## config.mk

```make
export PLATFORM = sky130hd
export DESIGN_NAME = fb_dma_copier
export DESIGN_NICKNAME = d
export VERILOG_FILES = /design/src/rtl/fb_dma_pkg.sv /design/src/rtl/fb_dma_agen.sv /design/src/rtl/fb_dma_copier.sv
export SDC_FILE = /design/constraint.sdc
export NUM_CORES = 1
export LEC_CHECK = 0
export CELL_PAD_IN_SITES_DETAIL_PLACEMENT = 2
export CELL_PAD_IN_SITES_GLOBAL_PLACEMENT = 2
export CORE_ASPECT_RATIO = 0.5
export CORE_UTILIZATION = 34
export CTS_BUF_LIST = sky130_fd_sc_hd__clkbuf_4 sky130_fd_sc_hd__clkbuf_8
export DETAILED_ROUTE_END_ITERATION = 10
export DONT_BUFFER_PORTS = 1
export PLACE_DENSITY = 0.78
export RECOVER_POWER = 50
export SYNTH_ARGS = -nofsm -noshare
export SYNTH_HDL_FRONTEND = slang
export SYNTH_HIERARCHICAL = 1
export SYNTH_SLANG_ARGS = --single-unit
```

## constraint.sdc

```tcl
create_clock -name clk -period 2.9 [get_ports clk]
set_clock_uncertainty 0.15 [all_clocks]
set_input_delay 0.435 -clock clk [delete_from_list [all_inputs] [get_ports clk]]
set_output_delay 0.435 -clock clk [all_outputs]
set_load 0.01 [all_outputs]
```

## src/rtl/fb_dma_pkg.sv

```systemverilog
// rtl/fb_dma_pkg.sv - shared states, constants and stride helper for the fb DMA copier
package fb_dma_pkg;

  localparam logic [2:0] ST_IDLE = 3'd0;
  localparam logic [2:0] ST_RD_A = 3'd1;
  localparam logic [2:0] ST_RD_B = 3'd2;
  localparam logic [2:0] ST_WR_A = 3'd3;
  localparam logic [2:0] ST_WR_B = 3'd4;

  localparam logic [1:0] FB_EXC_NONE = 2'b00;

  // Per-byte mask bit; replicated to DW/8 by the user.
  localparam logic AWMSK_RD = 1'b0;
  localparam logic AWMSK_WR = 1'b1;

  function automatic int fb_dma_stride(input int dw);
    return dw / 8;
  endfunction

endpackage

```

## src/rtl/fb_dma_agen.sv

```systemverilog
// rtl/fb_dma_agen.sv - source/destination address and remaining-word tracking for the fb DMA copier
module fb_dma_agen
  import fb_dma_pkg::*;
#(
  parameter int AW    = 32,
  parameter int DW    = 32,
  parameter int LEN_W = 16
) (
  input  logic             clk,
  input  logic             i_rst,
  input  logic             i_load,
  input  logic             i_step,
  input  logic             i_step_src,
  input  logic [AW-1:0]    i_src,
  input  logic [AW-1:0]    i_dst,
  input  logic [LEN_W-1:0] i_len,
  output logic [AW-1:0]    o_cur_src,
  output logic [AW-1:0]    o_cur_dst,
  output logic [AW-1:0]    o_nxt_src,
  output logic [AW-1:0]    o_nxt_dst,
  output logic             o_last
);

  localparam logic [AW-1:0] STRIDE    = AW'(fb_dma_stride(DW));
  localparam logic [AW-1:0] ADDR_MASK = ~(STRIDE - AW'(1));

  logic [AW-1:0]    r_src;
  logic [AW-1:0]    r_dst;
  logic [LEN_W-1:0] r_rem;

  // Addresses wrap silently modulo 2^AW.
  assign o_nxt_src = r_src + STRIDE;
  assign o_nxt_dst = r_dst + STRIDE;
  assign o_cur_src = r_src;
  assign o_cur_dst = r_dst;
  assign o_last    = (r_rem == LEN_W'(1));

  always_ff @(posedge clk) begin
    if (i_rst) begin
      r_src <= '0;
      r_dst <= '0;
      r_rem <= '0;
    end else if (i_load) begin
      r_src <= i_src & ADDR_MASK;
      r_dst <= i_dst & ADDR_MASK;
      r_rem <= i_len;
    end else if (i_step) begin
      r_dst <= o_nxt_dst;
      r_rem <= r_rem - LEN_W'(1);
      if (i_step_src) r_src <= o_nxt_src;
    end
  end

endmodule

```

## src/rtl/fb_dma_copier.sv

```systemverilog
// rtl/fb_dma_copier.sv - single-outstanding fb bus block copier; NCPU_FB_DMA_FILL_EN adds pattern fill mode
module fb_dma_copier
  import fb_dma_pkg::*;
#(
  parameter int AW    = 32,
  parameter int DW    = 32,
  parameter int LEN_W = 16
) (
  input  logic             clk,
  input  logic             rst,
  input  logic             start,
  input  logic [AW-1:0]    src,
  input  logic [AW-1:0]    dst,
  input  logic [LEN_W-1:0] len,
  output logic             busy,
  output logic             done,
  output logic             err,
  output logic [1:0]       err_exc,
  output logic             fb_AVALID,
  input  logic             fb_AREADY,
  output logic [AW-1:0]    fb_AADDR,
  output logic [DW-1:0]    fb_ADATA,
  output logic [DW/8-1:0]  fb_AWMSK,
  output logic [1:0]       fb_AEXC,
  input  logic             fb_BVALID,
  output logic             fb_BREADY,
  input  logic [DW-1:0]    fb_BDATA,
  input  logic [1:0]       fb_BEXC
`ifdef NCPU_FB_DMA_FILL_EN
  ,
  input  logic             fill,
  input  logic [DW-1:0]    pattern
`endif
);

  localparam int              BW        = DW / 8;
  localparam logic [AW-1:0]   ADDR_MASK = ~(AW'(fb_dma_stride(DW)) - AW'(1));
  localparam logic [BW-1:0]   MSK_RD    = {BW{AWMSK_RD}};
  localparam logic [BW-1:0]   MSK_WR    = {BW{AWMSK_WR}};

  logic [2:0]    r_state;
  logic          r_busy, r_done, r_err;
  logic [1:0]    r_err_exc;
  logic          r_avalid, r_bready;
  logic [AW-1:0] r_aaddr;
  logic [DW-1:0] r_adata;
  logic [BW-1:0] r_awmsk;

  logic          w_start_ok, w_b_ok, w_step;
  logic          w_fill_start, w_fill_mode;
  logic [DW-1:0] w_pattern;
  logic [AW-1:0] w_cur_src, w_cur_dst, w_nxt_src, w_nxt_dst;
  logic          w_last;

`ifdef NCPU_FB_DMA_FILL_EN
  logic r_fill;
  always_ff @(posedge clk) begin
    if (rst)             r_fill <= 1'b0;
    else if (w_start_ok) r_fill <= fill;
  end
  assign w_fill_start = fill;
  assign w_fill_mode  = r_fill;
  assign w_pattern    = pattern;
`else
  assign w_fill_start = 1'b0;
  assign w_fill_mode  = 1'b0;
  assign w_pattern    = '0;
`endif

  assign w_start_ok = (r_state == ST_IDLE) && start && (len != '0);
  assign w_b_ok     = fb_BVALID && (fb_BEXC == FB_EXC_NONE);
  assign w_step     = (r_state == ST_WR_B) && w_b_ok;

  fb_dma_agen #(.AW(AW), .DW(DW), .LEN_W(LEN_W)) u_agen (
    .clk        (clk),
    .i_rst      (rst),
    .i_load     (w_start_ok),
    .i_step     (w_step),
    .i_step_src (!w_fill_mode),
    .i_src      (src),
    .i_dst      (dst),
    .i_len      (len),
    .o_cur_src  (w_cur_src),
    .o_cur_dst  (w_cur_dst),
    .o_nxt_src  (w_nxt_src),
    .o_nxt_dst  (w_nxt_dst),
    .o_last     (w_last)
  );

  // A-channel fields only change on entry to an A state, so they are stable through stalls.
  always_ff @(posedge clk) begin
    if (rst) begin
      r_state   <= ST_IDLE;
      r_busy    <= 1'b0;
      r_done    <= 1'b0;
      r_err     <= 1'b0;
      r_err_exc <= FB_EXC_NONE;
      r_avalid  <= 1'b0;
      r_bready  <= 1'b0;
      r_aaddr   <= '0;
      r_adata   <= '0;
      r_awmsk   <= '0;
    end else begin
      r_done <= 1'b0;
      r_err  <= 1'b0;
      case (r_state)
        ST_IDLE: begin
          if (start) begin
            r_err_exc <= FB_EXC_NONE;
            if (len == '0) begin
              r_done <= 1'b1;
            end else if (w_fill_start) begin
              r_busy   <= 1'b1;
              r_avalid <= 1'b1;
              r_aaddr  <= dst & ADDR_MASK;
              r_adata  <= w_pattern;
              r_awmsk  <= MSK_WR;
              r_state  <= ST_WR_A;
            end else begin
              r_busy   <= 1'b1;
              r_avalid <= 1'b1;
              r_aaddr  <= src & ADDR_MASK;
              r_awmsk  <= MSK_RD;
              r_state  <= ST_RD_A;
            end
          end
        end
        ST_RD_A: begin
          if (fb_AREADY) begin
            r_avalid <= 1'b0;
            r_bready <= 1'b1;
            r_state  <= ST_RD_B;
          end
        end
        ST_RD_B: begin
          if (fb_BVALID) begin
            r_bready <= 1'b0;
            if (!w_b_ok) begin
              r_err     <= 1'b1;
              r_err_exc <= fb_BEXC;
              r_busy    <= 1'b0;
              r_state   <= ST_IDLE;
            end else begin
              r_adata  <= fb_BDATA;
              r_aaddr  <= w_cur_dst;
              r_awmsk  <= MSK_WR;
              r_avalid <= 1'b1;
              r_state  <= ST_WR_A;
            end
          end
        end
        ST_WR_A: begin
          if (fb_AREADY) begin
            r_avalid <= 1'b0;
            r_bready <= 1'b1;
            r_state  <= ST_WR_B;
          end
        end
        ST_WR_B: begin
          if (fb_BVALID) begin
            r_bready <= 1'b0;
            if (!w_b_ok) begin
              r_err     <= 1'b1;
              r_err_exc <= fb_BEXC;
              r_busy    <= 1'b0;
              r_state   <= ST_IDLE;
            end else if (w_last) begin
              r_done  <= 1'b1;
              r_busy  <= 1'b0;
              r_state <= ST_IDLE;
            end else if (w_fill_mode) begin
              r_aaddr  <= w_nxt_dst;
              r_avalid <= 1'b1;
              r_state  <= ST_WR_A;
            end else begin
              r_aaddr  <= w_nxt_src;
              r_awmsk  <= MSK_RD;
              r_avalid <= 1'b1;
              r_state  <= ST_RD_A;
            end
          end
        end
        default: r_state <= ST_IDLE;
      endcase
    end
  end

  assign busy      = r_busy;
  assign done      = r_done;
  assign err       = r_err;
  assign err_exc   = r_err_exc;
  assign fb_AVALID = r_avalid;
  assign fb_AADDR  = r_aaddr;
  assign fb_ADATA  = r_adata;
  assign fb_AWMSK  = r_awmsk;
  assign fb_AEXC   = FB_EXC_NONE;
  assign fb_BREADY = r_bready;

endmodule

```

==> flow_results.org, run 1 <==
** CTS
- Clock tree from TritonCTS :: done
- The tree is rooted in a sky130_fd_sc_hd__clkbuf_8.
- In this run the deepest clock path goes through 2 buffers.
- The H-tree was split into 4 levels.
- Count of clock tree sinks :: 151
- Number of clock buffers inserted by TritonCTS :: 17
- Clock-pin slew was measured on the worst setup and hold paths at 100 ps.
- Skew-Pair Late Insertion Delay :: 490 ps

** Setup path
- Worst reg2reg endpoint :: u_agen/o_cur_src[19]
- Flop-to-flop setup slack :: -0.9 ps
- The worst setup path is captured at a flop.
- Peak fanout along the critical path :: 7
- Counting cells, the worst reg-to-reg path comes to 9.
- Worst path slowest cell :: sky130_fd_sc_hd__dlygate4sd3_1
- The most critical setup path has its startpoint at r_state[2].
- In this run the critical register-to-register path is launched from r_state[2].
- Cells along the critical path :: or3b_4 -> nor2_4 -> buf_6 -> and2_1 -> buf_4 -> nand4_1 -> xor2_1 -> a211oi_1 -> dlygate4sd3_1
- For the worst setup path, the data required time is 3190 ps.
- STA classifies the critical path startpoint as a flop.
- For this run, the slowest stage of the critical path takes 600 ps.
- Crit Path Category :: reg -> reg
- The most critical setup path has its endpoint at u_agen/o_cur_src[19].
- Data on the critical path arrives at its endpoint at 3190 ps.

** Pwr
- Leakage :: 0.00366 uW
- Power density over the cells :: 474 mW/mm^2
- Peak supply drop :: 0.253 mV

** Place
- Final weighted congestion of routability-driven global placement :: 0.897
- OpenSTA, run right after detailed placement, puts the worst setup slack at 115 ps.
- Once detailed placement completed, the half-perimeter wirelength came to 21.8 mm.
- Number of buffer cells added on primary ports :: 0

** Drt
- Avg Vias per Cell :: 5.66
- Detailed routing inserted a total of 8296 vias.
- Wirelength, routed :: 34.8 mm
- Remaining antenna violation count :: 0
- The detailed router finished its first iteration with 444 violations.
- Routed length per placed instance :: 23.7 um
- The pre-antenna-repair detailed-routing pass consisted of 4 iterations.
- In the routed design, unresolved DRC markers number 0.

** Worst hold path
- Type of the tightest min-delay check :: in -> reg
- The startpoint identified for the worst hold timing path is src[8].

** Floorplanning
- Horizontal extent of the die :: 224 um
- In this run the core area contains 40 standard-cell rows.
- Num ports :: 196
- For this configuration, the core starts out at a cell density of 0.348.
- The floorplan step defined a die boundary enclosing 0.0253 sq mm.
- The floorplan step defined a core boundary enclosing 0.0241 sq mm.
- From bottom edge to top edge, the die measures 113 um.

** Layout
- 0 antenna diodes ended up in the layout.
- Share of final-layout standard cells stronger than drive strength 1 :: 0.137
- Relative to the synthesized area, the layout overhead comes to 24.4%.
- The net count of the finished layout is 1241.

** Logic synthesis
- Synth Cell Area :: 0.00837 sq mm
- Post-synthesis average cell area :: 8.11 sq um
- Yosys warning total :: 6
- Mapped Cells :: 1032

** Status
- Failing checks :: setup timing
- The flow ran to the end, but the final reports show violations.

** Timing
- For the final routed database, the setup TNS stands at -0.887 ps.
- Final Worst Setup Slack :: -0.887 ps
- At the pin with the least slew margin, the transition time is 613 ps.
- Post-route minimum period :: 2900 ps
- The worst pin sits at a relative slew slack of 0.592.
- Highest achievable clock rate :: 345 MHz
- Final count of pins violating max slew :: 0
- Setup violations remaining at the end of the flow were counted as 1.
- The hold violation count in the final report was 0.
- Of the available clock period, the critical path in the final layout requires 1.00.

** Global route
- Antenna violations before repair :: 0
- Global Route Usage Sum :: 0.270
- The first global-routing pass estimated 52.4 mm of wire.
- Sum of overflow across all layers after global routing :: 0
- Entering global routing, the biggest net connects 114 pins.
- The number of global-route vias before repair was 9122.

** Flow run
- # Max-Cap Violations :: 0
==> worst min path at each step <==
stage | to | slack (ps) | depth (start not counted)
finish | u_agen/o_cur_src[8] | 10 | 2
global route | fb_AADDR[16] | 30 | 2
CTS | u_agen/o_cur_src[31] | 8 | 3
detailed placement | fb_ADATA[23] | 340 | 2
global placement | fb_ADATA[23] | 330 | 2
floorplan | fb_ADATA[0] | 330 | 2
==> cell type report <==
cell class                 instances  area [sq um]
fill                            2649         13700
clock inverter                    12          95.1
sequential                       151          3020
clock buffer                      20           269
timing repair buffer             163          1600
multi-input combinational        775          4960
tap                              336           420
inverter                          10          40.0
==> cell usage in the layout, fill, tap and decap left out, types with 19 or more instances in the layout <==
master,n
sky130_fd_sc_hd__dfxtp_1,151
sky130_fd_sc_hd__nand2_1,131
sky130_fd_sc_hd__a21oi_1,113
sky130_fd_sc_hd__dlygate4sd3_1,108
sky130_fd_sc_hd__nor2_1,99
sky130_fd_sc_hd__xnor2_1,59
sky130_fd_sc_hd__buf_4,45
sky130_fd_sc_hd__a211oi_1,37
sky130_fd_sc_hd__xor2_1,31
sky130_fd_sc_hd__a22o_1,30
sky130_fd_sc_hd__nand4_1,26
sky130_fd_sc_hd__nand3_1,26
sky130_fd_sc_hd__nor3_1,22
sky130_fd_sc_hd__nor4_1,21
sky130_fd_sc_hd__a21oi_2,21
sky130_fd_sc_hd__a311oi_2,20
sky130_fd_sc_hd__clkbuf_8,19
==> state kept, by name, summed over array words and instances (netlist names) <==
name / count
u_agen/o_cur_src: 30
r_state: 3
u_agen/r_rem: 16
done: 1
err: 1
busy: 1
fb_AVALID: 1
fb_BREADY: 1
u_agen/o_cur_dst: 30
err_exc: 2
fb_AWMSK: 1
fb_AADDR: 32
fb_ADATA: 32
==> critical path: cells and delay by family (launching register included) <==
family                 cells  cell delay [ps]
XOR/XNOR                   1              170
AO/OA/AOI/OAI              1              270
AND/OR/NAND/NOR            4              930
buffers and inverters      3              980
flip-flops                 1              350
==> report_power, final <==
part | leakage (uW) | internal, uW | switching (uW) | total, uW
Sequential | 0.00124 | 2230 | 247 | 2480
Combinational | 0.00224 | 404 | 486 | 890
Clock | 0.000184 | 659 | 911 | 1570
Total | 0.00366 | 3290 | 1640 | 4940
==> per-layer routing <==
layer,share of wire,wire length (um),up-vias,GRT usage
met4,0.018,612,0,0.0895
li1,-,-,3854,-
met2,0.48,16600,234,0.465
met3,0.057,2000,39,0.0587
met5,0,0,-,0
met1,0.45,15600,4169,0.337
==> repair_timing <==
item / in CTS / in global routing
hold endpoints to repair: 150 / 1
setup endpoints to repair: 0 / 23
hold buffers: 109 / 1
resized for setup: 0 / 17
setup buffers: 0 / 1
==> metrics by stage <==
step / std cells / hold slack (ps) / total power, uW / util / instance area, sq um
finish: 1467 / 9.63 / 4940 / 0.433 / 10400
global route: 1467 / 25.9 / 5180 / 0.433 / 10400
CTS: 1465 / 7.97 / 4950 / 0.428 / 10300
detailed placement: 1324 / 342 / 3220 / 0.367 / 8840
global placement: 1324 / 333 / 3180 / 0.367 / 8840
floorplan: 1039 / 331 / 3010 / - / 8400
(Power assumes the default switching activity.)
==> run 2, diff against run 1 <==
--- a/config.mk
+++ b/config.mk
@@ -8,6 +8,7 @@
 export CELL_PAD_IN_SITES_DETAIL_PLACEMENT = 2
 export CELL_PAD_IN_SITES_GLOBAL_PLACEMENT = 2
 export CORE_ASPECT_RATIO = 0.5
+export CORE_MARGIN = 5
 export CORE_UTILIZATION = 34
 export CTS_BUF_LIST = sky130_fd_sc_hd__clkbuf_4 sky130_fd_sc_hd__clkbuf_8
 export DETAILED_ROUTE_END_ITERATION = 10
==> flow_results.org, run 2 (synthesis results as in run 1) <==
** Place
- Number of buffer cells added on primary ports :: 0 (unchanged)
- The HPWL after detailed placement is 22.2 mm (+1.8%).
- The post-placement cell area was 0.00874 sq mm (-1.1%).
- Final weighted congestion of routability-driven global placement :: 0.854 (-4.8%)

** Status
- Status :: completed

** Layout
- The ratio of cells with drive above 1 in the final layout is 0.117 (-0.0197).
- Area delta synth->final :: 22.9%
- Area of all placed cells without fillers :: 0.0103 sq mm (-1.2%)
- Util after Layout :: 0.427 (-0.00593)
- The library cell used most frequently in the layout, excluding fill and tap cells, is sky130_fd_sc_hd__dfxtp_1.
- In the layout the commonest cells are sky130_fd_sc_hd__dfxtp_1, sky130_fd_sc_hd__nand2_1, sky130_fd_sc_hd__a21oi_1.
- The final layout net count is 1236 (-0.40%).

** Setup path
- The most critical setup path has its endpoint at u_agen/r_rem[14].
- Required @ worst endpoint :: 3180 ps (about the same)
- On the critical path, the stage with the largest delay is an instance of sky130_fd_sc_hd__or3b_2.
- The largest stage delay on the critical path is 480 ps (-120 ps).
- The number of cells on the worst reg-to-reg path came to 8 (-1).
- Critical Path Start Type :: flop
- First element of the critical path :: r_state[2]
- Critical path capture point type :: flop
- The worst reg-to-reg setup slack was 120 ps (+120 ps).
- Worst reg2reg endpoint :: u_agen/r_rem[14]
- The peak fanout along the critical path was 9 (+2).
- Arrival time of the worst setup path :: 3060 ps (-130 ps)
- Walking the worst path, the cells encountered are or3b_2 -> nor2_1 -> buf_6 -> nor4bb_1 -> nand2_1 -> or4_1 -> xor2_1 -> a21oi_1.
- Crit Path Category :: reg -> reg
- The worst register-to-register path begins at r_state[2].

** Flow run
- # Max-Cap Violations :: 0 (unchanged)

** CTS
- The clock transition at the register clock pins on the worst setup and hold paths after CTS is 90 ps (about the same).
- The maximum buffer depth of the clock tree was 2 (unchanged).
- Number of clock buffers inserted by TritonCTS :: 17 (unchanged)
- Total number of H-tree levels :: 4 (unchanged)
- Count of clock tree sinks :: 151 (unchanged)
- The tree is rooted in a sky130_fd_sc_hd__clkbuf_8.
- TritonCTS built the clock tree.
- Skew-Pair Late Insertion Delay :: 500 ps (about the same)

** Drt
- Remaining antenna violation count :: 0 (unchanged)
- Starting DRT DRC Count :: 432 (-2.7%)
- The number of vias per cell after detailed routing is 5.64 (-0.29%).
- The number of detailed-routing iterations run before antenna repair came to 6 (+2).
- The average detailed-routed wire length per instance is 23.4 um (-1.1%).
- DRC violations left :: 0 (unchanged)
- The final wirelength was 34.3 mm (-1.4%).
- The via count was 8249 (-0.57%).

** Floorplanning
- Horizontal extent of the die :: 232 um (+3.6%)
- The area of the core was 0.0241 sq mm (+0.21%).
- Die Span Y :: 121 um (+7.1%)
- The die footprint was 0.0281 sq mm (+11%).
- Num ports :: 196 (unchanged)
- The effective utilization at floorplan was 0.347 (-0.000722).
- Number of core rows :: 40 (unchanged)

** Pwr
- Portion of total power attributed to combinational logic :: 0.171 (-0.009)
- Net switching component of the power :: 1630 uW (-0.57%)
- Switching portion of total power :: 0.330 (-0.00285)
- The static leakage power is 0.00355 uW (-3.1%).
- The peak ir drop on the vdd network is 0.224 mV (-12%).
- Part of the total power dissipated in sequential elements :: 0.501 (about the same)
- Share of total power in the clock network :: 0.329 (+0.011)
- The total power density per cell area is 481 mW/mm^2 (+1.5%).
- The design internal power came to 3320 uW (+0.71%).

** Worst hold path
- Type of the tightest min-delay check :: in -> reg

** Global route
- Global Route Usage Sum :: 0.241 (-0.0291)
- The global route total overflow is 0 (unchanged).
- Antenna violations before repair :: 4 (+4)
- Via count of the first global-routing pass :: 9000 (-1.3%)
- The wire length of the first global-routing pass came to 52.9 mm (+0.96%).
- Pin count of the biggest net entering global routing :: 114 (unchanged)

** Timing
- The worst slew slack as a fraction of its limit was 0.542 (-0.0491).
- Final Hold Slack :: 44.1 ps (+34.5 ps)
- The shortest clock period the worst path allows after layout came to 2780 ps (-122 ps).
- The peak clock frequency supported by timing came to 360 MHz (+4.4%).
- Final hold vios :: 0 (unchanged)
- Final setup violating endpoints :: 0 (-1)
- The share of the cycle needed by the critical path after routing is 0.958 (-0.0422).
- Transition time of the tightest slew-check pin :: 669 ps (+56.4 ps)
- Final count of pins violating max slew :: 0 (unchanged)
[run 2: worst max-delay path, delay by kind of cell, from the launching register on]
kind            cells  cell delay (ps)
compound gates      1              130
buf+inv             1              170
simple gates        5             1750
flops               1              350
xor+xnor            1              160
[run 2: how the worst min path moves through the flow]
stage / from / endpoint / slack [ps] / depth (start not counted)
final: src[16] / fb_AADDR[16] / 40 / 2
after global routing: rst / u_agen/o_cur_src[20] / 10 / 2
after CTS: src[16] / fb_AADDR[16] / 1 / 2
after detailed placement: fb_ADATA[29] / fb_ADATA[29] / 340 / 2
after global placement: fb_ADATA[0] / fb_ADATA[0] / 340 / 2
after floorplan: fb_ADATA[0] / fb_ADATA[0] / 330 / 2
[run 2: what timing repair did]
item / 4_1_cts / 5_1_grt
hold buffers: 115 / 0
gates resized for setup: 0 / 7
buffers inserted: 0 / 2
hold endpoints to repair: 148 / 0
setup endpoints to repair: 0 / 20
[run 2: stage by stage]
step / setup WS [ps] / power (uW) / instances / setup TNS [ps]
after floorplan: 127 / 3010 / 1039 / 0
after global placement: 180 / 3160 / 1313 / 0
after detailed placement: 161 / 3210 / 1313 / 0
after CTS: 93.1 / 4960 / 1459 / 0
after global routing: -24.0 / 5180 / 1463 / -24.0
final: 121 / 4950 / 1463 / 0
[run 2: final cells by class]
class / count / area [sq um]
repair buffers: 158 / 1550
clock buffers: 19 / 249
well taps: 336 / 420
inverters: 10 / 38.8
multi-input cells: 775 / 4890
flip-flops and latches: 151 / 3020
diodes: 2 / 5.00
clock inverters: 12 / 120
fillers: 2687 / 13800
[run 2: per-layer routing]
| metal | up-vias | GRT usage | wire [um] |
|---|---|---|---|
| li1 | 3839 | - | - |
| met3 | 33 | 0.0650 | 2020 |
| met2 | 179 | 0.429 | 17000 |
| met4 | 4 | 0.0568 | 457 |
| met5 | - | 0 | 27 |
| met1 | 4194 | 0.292 | 14800 |
[run 2: power groups by stage]
stage	Clock (uW)	Combinational [uW]	Sequential, uW
floorplan	0	589	2420
global placement	0	654	2510
detailed placement	0	688	2520
CTS	1660	829	2470
global route	1760	917	2500
finish	1630	844	2480
==> run 3, diff against run 2 <==
--- a/config.mk
+++ b/config.mk
@@ -5,6 +5,7 @@
 export SDC_FILE = /design/constraint.sdc
 export NUM_CORES = 1
 export LEC_CHECK = 0
+export CAP_MARGIN = 30
 export CELL_PAD_IN_SITES_DETAIL_PLACEMENT = 2
 export CELL_PAD_IN_SITES_GLOBAL_PLACEMENT = 2
 export CORE_ASPECT_RATIO = 0.5
@@ -13,7 +14,7 @@
 export CTS_BUF_LIST = sky130_fd_sc_hd__clkbuf_4 sky130_fd_sc_hd__clkbuf_8
 export DETAILED_ROUTE_END_ITERATION = 10
 export DONT_BUFFER_PORTS = 1
-export PLACE_DENSITY = 0.78
+export PLACE_DENSITY_LB_ADDON = 0.1
 export RECOVER_POWER = 50
 export SYNTH_ARGS = -nofsm -noshare
 export SYNTH_HDL_FRONTEND = slang
==> flow_results.org, run 3 (synthesis results as in run 1) <==
** Setup path
- Flop-to-flop setup slack :: 100 ps (-20 ps)
- Arrival time of the worst setup path :: 3020 ps (-40 ps)
- Crit Path Category :: reg -> reg
- The required time of the critical path was 3120 ps (-60 ps).
- Critical path capture point type :: flop
- Peak fanout along the critical path :: 5 (-4)
- STA classifies the critical path startpoint as a flop.

** Pwr
- Leakage :: 0.00367 uW (+3.4%)
- Peak supply drop :: 0.257 mV (+15%)
- Total power of the final layout :: 4980 uW (+0.62%)
- The total power density per cell area came to 475 mW/mm^2 (-1.2%).

** Global route
- Global-route wire length before repair :: 50.9 mm (-3.7%)
- Via count of the first global-routing pass :: 8790 (-2.3%)
- Pin count of the biggest net entering global routing :: 113 (-0.88%)
- Global Route Usage Sum :: 0.233 (-0.00836)
- Antenna violations before repair :: 1 (-3)
- The global route total overflow is 0 (unchanged).

** Drt
- Detailed-routing iteration count for the pre-antenna-repair pass :: 4 (-2)
- Via count of the routed design :: 8107 (-1.7%)
- Avg Vias per Cell :: 5.49 (-2.7%)
- The final wirelength was 33.1 mm (-3.6%).
- The remaining antenna violation count after routing is 0 (unchanged).
- DRC violations left :: 0 (unchanged)
- The number of DRC markers after the initial detailed-route iteration was 364 (-16%).
- The average detailed-routed wire length per instance came to 22.4 um (-4.6%).

** Layout
- The final layout net count came to 1252 (+1.3%).
- Number of filler cells placed in the layout :: 2672 (-0.56%)
- Commonest cells after routing, fill and taps aside :: sky130_fd_sc_hd__dfxtp_1, sky130_fd_sc_hd__nand2_1, sky130_fd_sc_hd__dlygate4sd3_1
- The area growth from synthesis to layout is 25.2%.
- Leaving out fill and tap cells, the most frequent cell in the layout is sky130_fd_sc_hd__dfxtp_1.
- The count of inserted antenna diode cells was 0 (-2).
- Util after Layout :: 0.434 (+0.00783)
- The ratio of cells with drive above 1 in the final layout is 0.137 (+0.0193).

** Worst hold path
- Type of the tightest min-delay check :: in -> reg

** CTS
- The tree is rooted in a sky130_fd_sc_hd__clkbuf_8.
- Total number of H-tree levels :: 4 (unchanged)
- Clock tree from TritonCTS :: done
- Clock slew at the register clock pins of the worst setup and hold paths :: 100 ps (about the same)
- The worst-skew pair later-pin latency is 500 ps (about the same).
- Number of clock buffers inserted by TritonCTS :: 17 (unchanged)
- CTS max path bufs :: 2 (unchanged)
- Count of clock tree sinks :: 151 (unchanged)

** Timing
- The shortest clock period the worst path allows after layout is 2800 ps (+19.5 ps).
- Final Hold Slack :: 47.4 ps (+3.27 ps)
- The share of the cycle needed by the critical path after routing came to 0.965 (+0.00674).
- The number of setup violations in the final report came to 0 (unchanged).
- Total Neg Setup Slack :: 0 ps (unchanged)
- Relative max-transition margin :: 0.547 (+0.00495)
- Final count of pins violating max slew :: 0 (unchanged)
- Highest achievable clock rate :: 357 MHz (-0.70%)
- The transition time of the tightest slew-check pin came to 662 ps (-7.23 ps).
- The smallest setup slack after layout came to 102 ps (-19.5 ps).
- Final hold vios :: 0 (unchanged)

** Floorplanning
- The die footprint came to 0.0281 sq mm (unchanged).
- Horizontal extent of the die :: 232 um (unchanged)
- Die Span Y :: 121 um (unchanged)
- Num ports :: 196 (unchanged)
- The area of the core came to 0.0241 sq mm (unchanged).
- Initial Utilization :: 0.347 (unchanged)
- Number of core rows :: 40 (unchanged)

** Flow run
- # Max-Cap Violations :: 0 (unchanged)

** Place
- Total half-perimeter wirelength after legalization and detailed placement :: 22.6 mm (+1.8%)
- Final weighted congestion of routability-driven global placement :: 0.833 (-2.5%)
- The quantity of I/O buffers inserted on ports came to 0 (unchanged).
- The worst slack at placement was 28.5 ps (-133 ps).

** Status
- Status :: completed
==> run 3: layout make-up <==
class	instances	area [sq um]	share of cell area
Multi-Input combinational cell	775	4920	0.469
Sequential cell	151	3020	0.288
Timing Repair Buffer	174	1700	0.162
Tap cell	336	420	0.0401
Clock buffer	19	255	0.0244
Clock inverter	13	124	0.0118
Inverter	10	38.8	0.00370
==> run 3: what timing repair did <==
action | 4_1_cts | 5_1_grt
gates resized for setup | 0 | 10
hold buffers | 116 | 0
endpoints found under the setup margin | 0 | 12
setup buffers | 0 | 0
hold endpoints to repair | 148 | 0
==> run 3: per-stage QoR <==
step,area (sq um),cells
3_5_place_dp,8880,1330
3_3_place_gp,8880,1330
2_1_floorplan,8400,1039
5_1_grt,10500,1478
4_1_cts,10400,1478
6_report,10500,1478
==> run 3: layer usage <==
layer,part of all wire,track usage,vias to the layer above
met4,0.015,0.0601,0
met2,0.46,0.380,152
met5,0,0,-
li1,-,-,3866
met1,0.47,0.304,4052
met3,0.057,0.0666,37
==> run 3: critical path: stages (launching register included) <==
cell and delay [ps]:
sky130_fd_sc_hd__dfxtp_1 420, sky130_fd_sc_hd__ha_1 290, sky130_fd_sc_hd__and2_1 250, sky130_fd_sc_hd__and4_1 250, sky130_fd_sc_hd__nand4_1 250, sky130_fd_sc_hd__nor2_1 230, sky130_fd_sc_hd__xor2_1 110, sky130_fd_sc_hd__a22o_1 210
sky130_fd_sc_hd__a21oi_1 350, sky130_fd_sc_hd__a311oi_2 150
==> run 3: final timing paths <==
kind | from | endpoint | cells after the start
max | u_agen/o_cur_src[2] | fb_AADDR[30] | 9
min | src[13] | fb_AADDR[13] | 2
max reg2reg | u_agen/o_cur_src[2] | fb_AADDR[30] | 9
min reg2reg | fb_ADATA[13] | fb_ADATA[13] | 2
==> run 3: power breakdown <==
part | total [uW] | leakage (uW) | switching [uW] | internal, uW
clock network | 1640 | 0.000191 | 920 | 719
logic | 877 | 0.00224 | 476 | 401
registers | 2470 | 0.00124 | 236 | 2230
